`src/rtl/pipelined_subtractor.sv`:
```
// Pipelined subtractor: one STAGE_WIDTH slice per stage, borrow rippled in registers.
// Operand A rotates out as difference slices rotate in, so the last stage holds the full result.
module pipelined_subtractor #(
  parameter int BIT_WIDTH   = 32,
  parameter int STAGE_WIDTH = 8
) (
  input  logic                 clk_i,
  input  logic                 rst_ni,
  input  logic                 valid_i,
  output logic                 ready_o,
  input  logic [BIT_WIDTH-1:0] operand1_i,
  input  logic [BIT_WIDTH-1:0] operand2_i,
  input  logic                 borrow_i,
  output logic                 valid_o,
  input  logic                 ready_i,
  output logic [BIT_WIDTH-1:0] diff_o,
  output logic                 borrow_o,
  output logic                 overflow_o,
  output logic                 zero_o
);

  localparam int BW = BIT_WIDTH;
  localparam int SW = STAGE_WIDTH;
  localparam int NS = BIT_WIDTH / STAGE_WIDTH;

  logic          vld  [NS];
  logic [BW-1:0] w_q  [NS];
  logic [BW-1:0] b_q  [NS];
  logic          bo_q [NS];
  logic          zf_q [NS];
  logic          ov_q;
  logic [NS:0]   en;

  // en[k]: stage k may load (it is empty or its content moves on)
  always_comb begin
    en     = '0;
    en[NS] = ready_i;
    for (int k = NS - 1; k >= 0; k--) begin
      en[k] = ~vld[k] | en[k+1];
    end
  end

  for (genvar k = 0; k < NS; k++) begin : g_stage
    logic [BW-1:0] w_in;
    logic [BW-1:0] b_in;
    logic          bo_in;
    logic          zf_in;
    logic          v_in;
    logic [SW:0]   sum;
    logic [SW-1:0] d;

    if (k == 0) begin : g_head
      assign w_in  = operand1_i;
      assign b_in  = operand2_i;
      assign bo_in = borrow_i;
      assign zf_in = 1'b1;
      assign v_in  = valid_i;
    end else begin : g_body
      assign w_in  = w_q[k-1];
      assign b_in  = b_q[k-1];
      assign bo_in = bo_q[k-1];
      assign zf_in = zf_q[k-1];
      assign v_in  = vld[k-1];
    end

    assign sum = {1'b0, w_in[SW-1:0]}
               + {1'b0, ~b_in[SW-1:0]}
               + {{SW{1'b0}}, ~bo_in};
    assign d   = sum[SW-1:0];

    always_ff @(posedge clk_i or negedge rst_ni) begin
      if (!rst_ni) begin
        vld[k]  <= 1'b0;
        w_q[k]  <= '0;
        b_q[k]  <= '0;
        bo_q[k] <= 1'b0;
        zf_q[k] <= 1'b0;
      end else if (en[k]) begin
        vld[k] <= v_in;
        if (v_in) begin
          w_q[k]  <= (w_in >> SW) | (BW'(d) << (BW - SW));
          b_q[k]  <= b_in >> SW;
          bo_q[k] <= ~sum[SW];
          zf_q[k] <= zf_in & (d == '0);
        end
      end
    end

    // Only the top slice sees both sign bits and the result sign
    if (k == NS - 1) begin : g_ovf
      always_ff @(posedge clk_i or negedge rst_ni) begin
        if (!rst_ni) begin
          ov_q <= 1'b0;
        end else if (en[k] && v_in) begin
          ov_q <= (w_in[SW-1] != b_in[SW-1])
               && (d[SW-1] != w_in[SW-1]);
        end
      end
    end
  end

  assign ready_o    = en[0];
  assign valid_o    = vld[NS-1];
  assign diff_o     = w_q[NS-1];
  assign borrow_o   = bo_q[NS-1];
  assign zero_o     = zf_q[NS-1];
  assign overflow_o = ov_q;

endmodule

```
`config.mk`:
```
export PLATFORM = sky130hd
export DESIGN_NAME = pipelined_subtractor
export DESIGN_NICKNAME = d
export VERILOG_FILES = /design/src/rtl/pipelined_subtractor.sv
export SDC_FILE = /design/constraint.sdc
export NUM_CORES = 1
export LEC_CHECK = 0
export ABC_AREA = 1
export CAP_MARGIN = 15
export CORE_UTILIZATION = 39
export CTS_CLUSTER_DIAMETER = 80
export DETAILED_ROUTE_END_ITERATION = 10
export GPL_TIMING_DRIVEN = 0
export PLACE_DENSITY = 0.64
export SLEW_MARGIN = 20
export SYNTH_ARGS = -nofsm -noshare
export SYNTH_HDL_FRONTEND = slang
export SYNTH_SLANG_ARGS = --single-unit
```
`constraint.sdc`:
```
create_clock -name clk_i -period 3.5 [get_ports clk_i]
set_clock_uncertainty 0.2 [all_clocks]
set_input_delay 0.7 -clock clk_i [delete_from_list [all_inputs] [get_ports clk_i]]
set_output_delay 0.7 -clock clk_i [all_outputs]
set_load 0.02 [all_outputs]
```
Yosys cells after proc, flatten, opt, wreduce, memory -nomap -nowiden
Cells that the tools add are included.
{ "op_classes": {"add_sub_neg": 8, "n_eq_ne": 2, "bitwise": 27, "n_reduce_logical": 10} }
{ "op_table": {"columns": ["op", "count"], "rows": [
  ["$or A24 B32 Y32", 4],
  ["$add A8 B8 Y9", 4],
  ["$add A9 B1 Y9", 4],
  ["$logic_not A8 Y1", 4],
  ["$not A8 Y8", 4],
  ["$not A1 Y1", 12],
  ["$reduce_and A2 Y1", 4],
  ["$or A1 B1 Y1", 4],
  ["$and A1 B1 Y1", 3],
  ["$logic_and A1 B1 Y1", 2],
  ["$ne A1 B1 Y1", 2]
]} }
{ "totals": {"regBits": 189, "in_bits": 69, "out_inout_bits": 37, "wordCells": 67} }

Longest topological paths before layout
{ "logic_depth": {"depth_word": 6, "mapped_depth": 13} }

Least setup slack after synthesis
OpenSTA, ideal clock, no wires.
{ "synth_path": {"path_kind": "input to register", "startpoint": "in operand1_i[0]", "endpoint": "reg zf_q (netlist bit g_stage[1].zf_in)", "setup_time_ns": 0.116, "arrival_time_ns": 1.955, "required_time_ns": 3.184, "setup_slack_ns": 1.229, "path_stages": 13, "n_path_buf": 0, "cell_sequence": "inv_1 -> fa_1 -> inv_1 -> fa_1 -> nand3_1 -> nand3_1 -> nand2_1 -> nand2_1 -> nand2_1 -> nand2_1 -> nor2_1 -> nand2_1 -> nand2_1"} }
{ "synth_between": {"elab_chain_cells": 3} }
{ "synth_lines": {"columns": ["element", "line_no", "source"], "rows": [
  ["from (decl)", "11", "input logic [BIT_WIDTH-1:0] operand1_i,"],
  ["$add A8 B8 Y9", "67", "+ {1'b0, ~b_in[SW-1:0]}"],
  ["$add A9 B1 Y9", "68", "+ {{SW{1'b0}}, ~bo_in};"],
  ["$logic_not A8 Y1", "84", "zf_q[k] <= zf_in & (d == '0);"],
  ["to (signal, indexed assignment)", "84", null],
  ["to (decl)", "30", "logic zf_q [NS];"]
]} }
Every way passes these cells.
A chain may end at the register's enable or synchronous reset.

Worst setup path in the final report
{ "layout_path": {"startpoint": "in ready_i", "endpoint": "out ready_o"} }
{ "layout_between": {"elab_chain_cells": 4} }
{ "layout_lines": {"columns": ["element", "line_no", "source"], "rows": [
  ["from (decl)", "15", "input logic ready_i,"],
  ["$or A1 B1 Y1 (4 in series)", "39", "en[k] = ~vld[k] | en[k+1];"],
  ["to (decl)", "10", "output logic ready_o,"]
]} }
Every way passes these cells.

==> reports/qor.csv <==
metric;value;unit
fin_crit_sh;0.910;
clock-sinks;189;
min_period;3.19;ns
hpwl;14700;um
cts_made_buffers;17;
vias_per_cell;4.66;
stdcell_area;10700;sq um
timing.fmax;314;MHz
slew_headroom;0.626;
grt.total_usage;0.186;
ys_types;30;
final_core_utilization;0.491;
dieArea;22800;sq um
start_util;0.398;
drc;0;
grt_max_degree;69;
slew_violations;0;
synthesis.nets;1128;
cp.required;2.60;ns
hold_viol;0;
cts_tree;done;
syn_avg_cell_area;8.46;sq um
drt_first_pass_iters;5;
die_w;151;um
drt_iter0_drc;360;
drv_cap;0;
synthSimpleGateAreaFrac;0.204;
drive_gt1_frac;0.0550;
synth_seq_cells;189;
p_leak;5.39;nW
fp.dieH;151;um
placed_cell_area;10100;sq um
cp-start-kind;primary input;
area_growth;23.4;%
worst_pin_slew;0.561;ns
syn-cell-area;8650;sq um
io_pins;106;
synth_mux_area_frac;0;
gr-total-overflow;0;
antenna_found_initial;0;
pre_cts_ws;0.314;ns
synth_top_family_by_area;simple AND/OR/NAND/NOR gates;
synth-compound-area-share;0.0989;
yosys.area_share.adder;0.0590;
synth-xor-area-share;0.00506;
totalWireLength;19400;um
fp.coreArea;21800;sq um
status;completed;
setup-violations-final;0;
ys_seq_area_frac;0.547;
cts.clk_slew.worst_paths;0.07;ns
final_nets;1255;
vdd_drop_max;0.329;mV
mostFrequentLayoutCells;361 x nand2_1, 189 x dfrtp_1, 144 x inv_1;
endpoint_kind;output pin;
clockBufferDepth;2;
htreeDepth;4;
n_antenna_cell;0;
synth_cells;1023;
rows;54;
postCtsResizedCells;0;
rsz0062_at_grt;false;
path_max_fanout;4;
grt_pass1_wl;32500;um
gp_congestion;0.838;
fin_hold_ws;0.271;ns
post_cts_buffers;0;
yosys_warnings;0;
wl_per_cell;13.4;um
cts-root-buf;clkbuf_16;
setup_ws;0.313;ns
power_density;742;nW/um^2
mostFrequentLayoutCell;nand2_1;
final_antenna_net_count;0;
crit_type;in -> out;
via_count;6727;
hp-class;reg -> reg;
grt_pass1_vias;6538;
crit_arrival;2.29;ns
clkLatencyLatePin;0.43;ns
port_buffers;105;
cell families (layout without fill, tap and decap cells):
| logic type | Yosys count | count (layout) |
|---|---|---|
| AND/OR/NAND/NOR | 443 | 443 |
| flip-flops | 189 | 189 |
| buffers and inverters | 182 | 322 |
| AO/OA/AOI/OAI | 168 | 168 |
| adder cells (fa/ha/maj) | 36 | 36 |
| XOR/XNOR | 5 | 5 |
report_power, final:
part	internal [mW]	switching (mW)
combinational	1.16	1.76
sequential	2.84	0.318
clock	0.978	0.855
flip-flops by register name (all words and copies together) (netlist names):
signal	cells
borrow_o	1
diff_o	32
g_stage.b_in	48
g_stage.bo_in	3
g_stage.v_in	3
g_stage.w_in	96
g_stage.zf_in	3
overflow_o	1
valid_o	1
zero_o	1
metal layers:
layer	track usage	share of wire	vias up
li1	-	-	3434
met3	0.0325	0.038	13
met2	0.304	0.47	132
met4	0.0480	0.011	0
met1	0.255	0.48	3148
met5	0	0	-
cell usage after synthesis (all sizes together):
| master | number | area share |
|---|---|---|
| xor2 | 3 | 0.0030 |
| nor3 | 1 | 0.00058 |
| buf | 20 | 0.016 |
| o21bai | 1 | 0.00087 |
| o22ai | 1 | 0.00072 |
| xnor2 | 2 | 0.0020 |
| clkbuf | 16 | 0.0069 |
| nand2 | 363 | 0.16 |
| dfrtp | 189 | 0.55 |
| nor2 | 32 | 0.015 |
| nand3 | 36 | 0.021 |
| or2 | 3 | 0.0022 |
| o21ai | 144 | 0.083 |
| inv | 146 | 0.063 |
| ha | 28 | 0.040 |
| nand4 | 2 | 0.0014 |
| fa | 8 | 0.019 |
| nor3b | 1 | 0.00087 |
| a21oi | 16 | 0.0093 |
| nand3b | 5 | 0.0043 |
| o21a | 3 | 0.0026 |
| a31oi | 3 | 0.0022 |
per-stage QoR:
stage / power, mW / instances / setup TNS (ns)
final: 7.92 / 1443 / 0
after global routing: 8.56 / 1443 / 0
after CTS: 8.00 / 1443 / 0
after detailed placement: 6.14 / 1410 / 0
after global placement: 6.06 / 1408 / -1179.18
after floorplan: 5.05 / 1023 / 0
timing repair:
| item | in CTS | in global routing |
|---|---|---|
| setup endpoints to repair | 0 | 0 |
| hold buffers | 1 | 0 |
| endpoints found under the hold margin | 6 | 0 |
area by class of cell:
cell class                 count  area [sq um]
fill                        2092         11100
sequential                   189          4730
multi-input combinational    652          3180
timing repair buffer         108          1120
inverter                     146           548
clock buffer                  22           474
tap                          280           350
buffer                        36           198
clock inverter                10          78.8
critical path, cell delays in order:
cell	delay (ns)
clkdlybuf4s50_1	0.46
nor2_4	0.19
nand3_2	0.15
nor2_2	0.13
inv_1	0.10
clkdlybuf4s50_1	0.56
worst paths after layout:
path,slack (ns),start,end,depth (start not counted)
max,0.31,ready_i,ready_o,6
min,0.27,diff_o[22],diff_o[22],2
max reg2reg,1.13,g_stage[3].w_in[0],zero_o,9
min reg2reg,0.27,diff_o[22],diff_o[22],2
max in group asynchronous,1.51,rst_ni,g_stage[2].b_in[3],4
min in group asynchronous,0.57,rst_ni,diff_o[31],2
Note: power is estimated with default switching activity, not from simulation.
